`src/rtl/sb_initiator_if.sv`:
```
// sb_initiator port bundle: command/response side
// plus the iCE40UP hard-IP system-bus register port.
interface sb_initiator_if;
  logic       cmd_valid;
  logic       cmd_ready;
  logic       cmd_we;
  logic [3:0] cmd_addr;
  logic [7:0] cmd_wdata;
  logic       rsp_valid;
  logic       rsp_err;
  logic [7:0] rsp_rdata;
  logic       sb_stb_o;
  logic       sb_rw_o;
  logic [7:0] sb_adr_o;
  logic [7:0] sb_dat_o;
  logic [7:0] sb_dat_i;
  logic       sb_ack_i;

  modport master (
    output cmd_valid, cmd_we, cmd_addr, cmd_wdata,
    output sb_dat_i, sb_ack_i,
    input  cmd_ready, rsp_valid, rsp_err, rsp_rdata,
    input  sb_stb_o, sb_rw_o, sb_adr_o, sb_dat_o
  );

  modport slave (
    input  cmd_valid, cmd_we, cmd_addr, cmd_wdata,
    input  sb_dat_i, sb_ack_i,
    output cmd_ready, rsp_valid, rsp_err, rsp_rdata,
    output sb_stb_o, sb_rw_o, sb_adr_o, sb_dat_o
  );
endinterface

```
`src/rtl/sb_initiator.sv`:
```
// sb_initiator: one-shot register commands to
// strobe/ack cycles on the iCE40UP I2C system bus.
module sb_initiator #(
  parameter logic [3:0]  BUS_ADDR74  = 4'b0001,
  parameter int unsigned TIMEOUT_CYC = 255,
  parameter int unsigned TO_W        = 16
) (
  input  logic          clk,
  input  logic          rst_n,
  sb_initiator_if.slave bus
);

  typedef enum logic [1:0] {
    IDLE = 2'd0,
    STB  = 2'd1,
    RSP  = 2'd2
  } state_t;

  localparam bit TO_EN = (TIMEOUT_CYC != 0);
  localparam int unsigned TO_LAST_I =
    TO_EN ? TIMEOUT_CYC - 1 : 0;
  localparam logic [TO_W-1:0] TO_LAST =
    TO_LAST_I[TO_W-1:0];
  localparam logic [7:0] ADR_RST = {BUS_ADDR74, 4'h0};

  state_t          state_q;
  logic [TO_W-1:0] to_q;
  logic            rdy_q;
  logic            stb_q;
  logic            rw_q;
  logic [7:0]      adr_q;
  logic [7:0]      dat_q;
  logic            rvld_q;
  logic            rerr_q;
  logic [7:0]      rdata_q;

  // Bus-cycle FSM; every output is a register.
  always_ff @(posedge clk or negedge rst_n) begin
    if (!rst_n) begin
      state_q <= IDLE;
      to_q    <= '0;
      rdy_q   <= 1'b1;
      stb_q   <= 1'b0;
      rw_q    <= 1'b0;
      adr_q   <= ADR_RST;
      dat_q   <= 8'h00;
      rvld_q  <= 1'b0;
      rerr_q  <= 1'b0;
      rdata_q <= 8'h00;
    end else begin
      unique case (state_q)
        IDLE: begin
          rvld_q <= 1'b0;
          if (bus.cmd_valid && rdy_q) begin
            rw_q    <= bus.cmd_we;
            adr_q   <= {BUS_ADDR74, bus.cmd_addr};
            dat_q   <= bus.cmd_wdata;
            stb_q   <= 1'b1;
            to_q    <= '0;
            rdy_q   <= 1'b0;
            state_q <= STB;
          end
        end
        STB: begin
          if (bus.sb_ack_i) begin
            if (!rw_q) rdata_q <= bus.sb_dat_i;
            rerr_q  <= 1'b0;
            stb_q   <= 1'b0;
            rvld_q  <= 1'b1;
            state_q <= RSP;
          end else if (TO_EN && to_q == TO_LAST) begin
            rerr_q  <= 1'b1;
            rdata_q <= 8'h00;
            stb_q   <= 1'b0;
            rvld_q  <= 1'b1;
            state_q <= RSP;
          end else begin
            to_q <= to_q + 1'b1;
          end
        end
        RSP: begin
          rvld_q  <= 1'b0;
          rdy_q   <= 1'b1;
          state_q <= IDLE;
        end
        default: begin
          stb_q   <= 1'b0;
          rvld_q  <= 1'b0;
          rdy_q   <= 1'b1;
          state_q <= IDLE;
        end
      endcase
    end
  end

  assign bus.cmd_ready = rdy_q;
  assign bus.rsp_valid = rvld_q;
  assign bus.rsp_err   = rerr_q;
  assign bus.rsp_rdata = rdata_q;
  assign bus.sb_stb_o  = stb_q;
  assign bus.sb_rw_o   = rw_q;
  assign bus.sb_adr_o  = adr_q;
  assign bus.sb_dat_o  = dat_q;

endmodule

```
`src/flat_wrapper.sv`:
```
// flat-port wrapper written by rule: the top's interface ports become plain ports
module sb_initiator_flat 
#(
  parameter logic [3:0]  BUS_ADDR74  = 4'b0001,
  parameter int unsigned TIMEOUT_CYC = 255,
  parameter int unsigned TO_W        = 16
)
  (clk, rst_n, bus_cmd_valid, bus_cmd_we, bus_cmd_addr, bus_cmd_wdata, bus_sb_dat_i, bus_sb_ack_i, bus_cmd_ready, bus_rsp_valid, bus_rsp_err, bus_rsp_rdata, bus_sb_stb_o, bus_sb_rw_o, bus_sb_adr_o, bus_sb_dat_o);
  sb_initiator_if bus_i ();
  input  logic clk;
  input  logic rst_n;
  input wire logic [$bits(bus_i.cmd_valid)-1:0] bus_cmd_valid;
  input wire logic [$bits(bus_i.cmd_we)-1:0] bus_cmd_we;
  input wire logic [$bits(bus_i.cmd_addr)-1:0] bus_cmd_addr;
  input wire logic [$bits(bus_i.cmd_wdata)-1:0] bus_cmd_wdata;
  input wire logic [$bits(bus_i.sb_dat_i)-1:0] bus_sb_dat_i;
  input wire logic [$bits(bus_i.sb_ack_i)-1:0] bus_sb_ack_i;
  output wire logic [$bits(bus_i.cmd_ready)-1:0] bus_cmd_ready;
  output wire logic [$bits(bus_i.rsp_valid)-1:0] bus_rsp_valid;
  output wire logic [$bits(bus_i.rsp_err)-1:0] bus_rsp_err;
  output wire logic [$bits(bus_i.rsp_rdata)-1:0] bus_rsp_rdata;
  output wire logic [$bits(bus_i.sb_stb_o)-1:0] bus_sb_stb_o;
  output wire logic [$bits(bus_i.sb_rw_o)-1:0] bus_sb_rw_o;
  output wire logic [$bits(bus_i.sb_adr_o)-1:0] bus_sb_adr_o;
  output wire logic [$bits(bus_i.sb_dat_o)-1:0] bus_sb_dat_o;
  assign bus_i.cmd_valid = bus_cmd_valid;
  assign bus_i.cmd_we = bus_cmd_we;
  assign bus_i.cmd_addr = bus_cmd_addr;
  assign bus_i.cmd_wdata = bus_cmd_wdata;
  assign bus_i.sb_dat_i = bus_sb_dat_i;
  assign bus_i.sb_ack_i = bus_sb_ack_i;
  assign bus_cmd_ready = bus_i.cmd_ready;
  assign bus_rsp_valid = bus_i.rsp_valid;
  assign bus_rsp_err = bus_i.rsp_err;
  assign bus_rsp_rdata = bus_i.rsp_rdata;
  assign bus_sb_stb_o = bus_i.sb_stb_o;
  assign bus_sb_rw_o = bus_i.sb_rw_o;
  assign bus_sb_adr_o = bus_i.sb_adr_o;
  assign bus_sb_dat_o = bus_i.sb_dat_o;
  sb_initiator #(.BUS_ADDR74(BUS_ADDR74), .TIMEOUT_CYC(TIMEOUT_CYC), .TO_W(TO_W)) u_core (.clk(clk), .rst_n(rst_n), .bus(bus_i));
endmodule
```
`config.mk`:
```
export PLATFORM = sky130hd
export DESIGN_NAME = sb_initiator_flat
export DESIGN_NICKNAME = d
export VERILOG_FILES = /design/src/rtl/sb_initiator_if.sv /design/src/rtl/sb_initiator.sv /design/src/flat_wrapper.sv
export SDC_FILE = /design/constraint.sdc
export NUM_CORES = 1
export LEC_CHECK = 0
export CAP_MARGIN = 20
export CORE_MARGIN = 2
export CORE_UTILIZATION = 48
export CTS_CLUSTER_DIAMETER = 100
export DETAILED_ROUTE_END_ITERATION = 10
export PLACE_DENSITY = 0.85
export RECOVER_POWER = 50
export SLEW_MARGIN = 20
export SYNTH_ARGS = -nofsm -noshare
export SYNTH_HDL_FRONTEND = slang
export SYNTH_SLANG_ARGS = --single-unit
```
`constraint.sdc`:
```
create_clock -name clk -period 2.85 [get_ports clk]
set_input_delay 0.57 -clock clk [delete_from_list [all_inputs] [get_ports clk]]
set_output_delay 0.57 -clock clk [all_outputs]
set_load 0.05 [all_outputs]
```
==> metrics, run 1 <==
outcome=completed; top-count cell post-synth=dfrtp_1; hold slack=just over 0.4 ns; Synth async-reset ratio=100%; Syn. warnings=0; first-pass GRT wire length=8000 microns; hold buffer count at cts=0; Vias=1703; max-slew violation count=0; Root Driver=clkbuf_8; first-pass detailed-route iteration total=4; Worst Tran Pin Value=about 0.97 ns; Final Total Pwr=roughly 2.9 mW; worst vdd ir=a little over 0.0007 V; core area=approximately 4100 sq um; Fin Setup TNS=0 ns; DR iter-0 viols=roughly 180; final worst slack=approximately 0.47 ns; nets@finish=~270; Worst EP arrival=around 2.6 ns; Yosys cell types=38; Ant. Diodes=0; GR Overflow Total=0; # rows=23; post-synth top area share=between 50% and 60%; reg2reg setup slack=0.47 ns; CTS tree=done; pre-CTS setup slack=0.373 ns; CP endpoint kind=register; # DRC=0; Area Growth Syn to Fin=28.8%; final hold viol count=0; Synth Flop Type=dfrtp_1; RSZ-0062 raised after global routing=no; hpwl dp=3200 microns; synthesized instance count=between 150 and 200; total die area=around 4800 sq um; leakage power=roughly 1.1 nW; DR vias/cell=~5.7; Seq cells post-synth=43; port bufs=49; pin count of the biggest net entering global routing=44; worst min-delay path category=input port to async pin; H-tree levels=2; Avg Cell Area, Syn=roughly 10 sq um; DR WL/cell=15.8 microns; initial core utilization=between 50% and 60%; synth top area cells=dfrtp_1 (51%), o21ai_0 (7.8%), mux2_2 (7.7%); die width=~69 microns; crit path time final=around 2.4 ns; Synth top cells by count=dfrtp_1 (42), o21ai_0 (32), nand2_1 (17); Critical Path RT=3.04 ns; Worst slew margin=a little over a third; max-cap violation count=0; clock latency on the worst-skew pair=about 0.3 ns; number of synthesized flops with an enable pin=0; Crit Path Max Fanout=18; Synth area leader=dfrtp_1; highest clock rate=roughly 420 MHz; clock sink total=43; initial antenna violation count=0; Final period util=roughly 84%; Clock Tree Buf Depth=2; clock skew=0.00286 ns; synthesized cell area=2050 sq um; CTS Buf Count=5; final wirelength=4700 microns; ANT nets after route=0; sequential area share after synthesis=a little over half; Post-CTS Setup Inserts=0; Cell Pwr Density=between 1000 and 1500 nW/um^2; num ports=54; clock-pin slew on the worst setup and hold paths=~0.080 ns; Setup crit start kind=register; Die Ht=~69 microns; cts repair resizes=0; vias in the first global route=around 1700; share of layout cells above drive strength 1=between 10% and 20%; Setup Viol. Count Final=0; routability cong.=just over 0.8; Total Routing Usage GR=about a fifth; critical path class=register to register
==> final timing paths <==
path,start,end,cells past startpoint
max reg2reg,u_core.to_q[0],u_core.to_q[7],7
min in group clk,u_core.to_q[15],u_core.to_q[15],1
max in group asynchronous,rst_n,u_core.bus.sb_adr_o[0],1
min reg2reg,u_core.to_q[15],u_core.to_q[15],1
min,rst_n,u_core.to_q[8],1
max,u_core.to_q[0],u_core.to_q[7],7
==> registers in the layout, indices dropped and copies added, names as in the netlist <==
name and cells:
u_core.bus.sb_stb_o 1, u_core.bus.cmd_ready 1, u_core.to_q 16, u_core.bus.sb_dat_o 8, u_core.bus.sb_adr_o 4, u_core.bus.rsp_valid 1, u_core.bus.rsp_err 1, u_core.bus.sb_rw_o 1
u_core.bus.rsp_rdata 8, u_core.state_q 2
==> metrics by stage <==
step           cell area [sq um]  util (%)  std cells
3_3_place_gp                2550      62.9        289
6_report                    2640      65.1        297
5_1_grt                     2640      65.1        297
2_1_floorplan               2060         -        201
4_1_cts                     2650      65.3        297
3_5_place_dp                2550      62.9        289
==> cell families (layout without fill, tap and decap cells) <==
logic type                 after synthesis  in the layout  synth area share (%)
AOI/OAI and AO/OA                       60             60                  17.9
and+or+nand+nor                         62             62                  16.2
other                                    2              4                 0.366
DFF                                     43             43                  52.5
adders and majority gates                2              2                  1.22
muxes                                   14             14                  7.68
buffers and inverters                   16             62                  4.08
==> metal layers <==
metal / wire length, microns / GRT usage, % / up-vias
met5: 0 / 0 / -
met4: 78 / 8.50 / 0
met3: 238 / 5.23 / 8
met2: 2250 / 33.4 / 57
met1: 2140 / 27.3 / 828
li1: - / - / 810
==> cell usage in the layout, fill, tap and decap left out, types with 2 or more instances in the layout <==
| cell | n |
|---|---|
| clkbuf_8 | 7 |
| nor3_1 | 2 |
| o21ai_0 | 32 |
| ha_1 | 2 |
| conb_1 | 4 |
| or3_1 | 2 |
| dfrtp_1 | 42 |
| o31ai_1 | 4 |
| clkdlybuf4s50_1 | 47 |
| clkbuf_1 | 2 |
| nor4_1 | 3 |
| and3_1 | 2 |
| mux2_2 | 14 |
| nand2_1 | 17 |
| nand3_1 | 7 |
| a22oi_1 | 7 |
| inv_1 | 4 |
| a31oi_1 | 6 |
| nand4_1 | 5 |
| a21oi_1 | 7 |
| nor2_1 | 13 |
==> area by class of cell <==
| cell class | count | area (sq um) |
|---|---|---|
| multi-input cells | 142 | 898 |
| inverters | 4 | 15.0 |
| repair buffers | 50 | 489 |
| flip-flops and latches | 43 | 1080 |
| clock buffers | 8 | 100 |
| fillers | 338 | 1420 |
| well taps | 50 | 62.6 |
==> worst max-delay path, stage by stage, from the launching register on <==
cell,delay [ns]
dfrtp_1,0.46
inv_1,0.10
ha_1,0.15
or4b_4,0.51
nor4_1,0.29
or3_1,0.52
o21ai_0,0.18
o41ai_1,0.08
==> power breakdown <==
part / total, mW / internal (mW) / switching (mW) / leakage (nW)
clock network: 0.426 / 0.221 / 0.204 / 0.0515
registers: 0.976 / 0.813 / 0.163 / 0.541
logic: 1.54 / 0.554 / 0.989 / 0.554
(Power assumes the default switching activity.)
==> run 2: changes to the inputs <==
- clock period: 2.85 -> 2.3 ns (I/O delays scaled with it)
==> metrics, run 2 (same netlist as run 1, synthesis figures left out) <==
initial core utilization=50.6% (unchanged); CP max-delay cell=clkdlybuf4s50_1; Placement Cell Area=2650 sq um (+3.7%); CTS tree=done; final worst slack=0.182 ns (-0.285 ns); Fin Setup TNS=0 ns (unchanged); commonest non-fill, non-tap cell in the layout=clkdlybuf4s50_1; Setup crit start kind=register; # rows=23 (unchanged); placed cell count=300 (+3.8%); pre-CTS setup slack=0.0103 ns (-0.362 ns); Worst slew margin=30.9% (-4.5 points); crit path time final=2.12 ns; initial antenna violation count=0 (unchanged); num ports=54 (unchanged); Final Total Pwr=3.81 mW (+29%); commonest cells after routing, fill and taps aside=clkdlybuf4s50_1 (47), dfrtp_1 (42), o21ai_0 (32); final wirelength=4990 microns (+6.2%); highest clock rate=~470 MHz; Clock Tree Buf Depth=2 (unchanged); Total Routing Usage GR=21.9% (+0.99 points); Gate power share=54.1% (+1.7 points); switching pwr=1.71 mW (+26%); clock skew=0.00886 ns (+0.00600 ns); port bufs=49 (unchanged); Final period util=between 90% and 100%; critical path class=register to primary output; first-pass GRT wire length=8360 microns (+4.4%); Vias=1771 (+4.0%); clock sink total=43 (unchanged); worst path buffer plus inverter count=1 (unchanged); outcome=completed; Reg2Reg Depth=7 (unchanged); Worst EP arrival=1.66 ns (-0.91 ns); first-pass detailed-route iteration total=4 (unchanged); Ant. Diodes=0 (unchanged); CP endpoint kind=primary output; clock-pin slew on the worst setup and hold paths=0.08 ns (about the same); hold buffer count at cts=0 (unchanged); routability cong.=0.801 (-1.0%); switch share=45.0% (-1.1 points); Top reg by flops=u_core.to_q; Top delay family on crit path=buffers and inverters; GR Overflow Total=0 (unchanged); max-cap violation count=0 (unchanged); DR iter-0 viols=120 (-33%); # fillers=319 (-5.6%); Int Power=2.10 mW (+32%); DR vias/cell=5.75 (+0.28%); CTS Buf Count=5 (unchanged); Largest register FFs=16 (unchanged); Worst Tran Pin Value=1.04 ns (+0.0668 ns); final hold viol count=0 (unchanged); Root Driver=clkbuf_8; die width=69.4 microns (unchanged); max-slew violation count=0 (unchanged); Non-Filler Instances=308 (+3.7%); # DRC=0 (unchanged); worst vdd ir=0.000936 V (+32%); Cell Pwr Density=1390 nW/um^2 (+25%); Clock power frac=15.1% (+0.6 points); Setup Viol. Count Final=0 (unchanged); pin count of the biggest net entering global routing=25 (-43%); cts repair resizes=0 (unchanged); DR WL/cell=16.2 microns (+2.4%); share of layout cells above drive strength 1=14.7% (+2.6 points); clock latency on the worst-skew pair=0.30 ns (about the same); nets@finish=284 (+4.0%); core area=4060 sq um (unchanged); RSZ-0062 raised after global routing=no; Final Instance Area=2740 sq um (+3.6%); Crit path depth=1 (-6); worst min-delay path category=input port to async pin; H-tree levels=2 (unchanged); Critical Path RT=1.84 ns (-1.20 ns); leakage power=1.20 nW (+4.6%); total die area=4810 sq um (unchanged); vias in the first global route=1775 (+4.1%); Crit Path Max Fanout=3 (-15); Area Growth Syn to Fin=33.4%; ANT nets after route=0 (unchanged); Post-CTS Setup Inserts=0 (unchanged); hpwl dp=3630 microns (+13%); worst-path cell chain=clkdlybuf4s50_1; slowest cell delay on critical path=0.80 ns (+0.28 ns); Reg power frac=30.7% (-2.4 points); Die Ht=69.4 microns (unchanged)
-- run 2: worst reg2reg max path, cell delays in order (launching register included) --
cell,delay [ns]
dfrtp_1,0.38
inv_1,0.06
ha_1,0.16
or4b_4,0.51
o41ai_4,0.33
buf_4,0.19
nand2_4,0.09
a22o_1,0.28
-- run 2: final timing paths --
path                       slack (ns)                      end              startpoint
max                              0.18            bus_cmd_ready    u_core.bus.cmd_ready
min                              0.32          u_core.to_q[14]                   rst_n
max reg2reg                      0.21  u_core.bus.rsp_rdata[7]          u_core.to_q[0]
min reg2reg                      0.51   u_core.bus.sb_dat_o[3]  u_core.bus.sb_dat_o[3]
max in group asynchronous        0.84           u_core.to_q[9]                   rst_n
min in group clk                 0.51   u_core.bus.sb_dat_o[3]  u_core.bus.sb_dat_o[3]
-- run 2: cell type report --
| type | count | area (sq um) | area share [%] |
|---|---|---|---|
| clock inverters | 1 | 30.0 | 1.10 |
| well taps | 50 | 62.6 | 2.29 |
| inverters | 4 | 15.0 | 0.549 |
| repair buffers | 61 | 577 | 21.1 |
| flip-flops and latches | 43 | 1080 | 39.4 |
| multi-input cells | 142 | 898 | 32.8 |
| clock buffers | 7 | 76.3 | 2.79 |
-- run 2: routing by layer --
layer | track usage (%) | up-vias | wire, microns
met5 | 0 | - | 0
met4 | 8.93 | 0 | 106
met3 | 6.69 | 10 | 300
met2 | 36.2 | 64 | 2520
met1 | 26.7 | 866 | 2060
li1 | - | 831 | -
-- run 2: power groups by stage --
stage          clock network (mW)  logic [mW]  registers [mW]
2_1_floorplan                   0       0.606            1.92
4_1_cts                     0.588        2.09            1.17
3_3_place_gp                    0        2.03            1.17
5_1_grt                     0.629        2.18            1.20
3_5_place_dp                    0        2.08            1.18
6_report                    0.577        2.06            1.17
-- run 2: per-stage QoR --
stage	util (%)	hold slack [ns]
floorplan	-	0.164
global placement	65.2	0.434
detailed placement	65.2	0.430
CTS	67.8	0.107
global route	67.4	0.420
finish	67.4	0.318
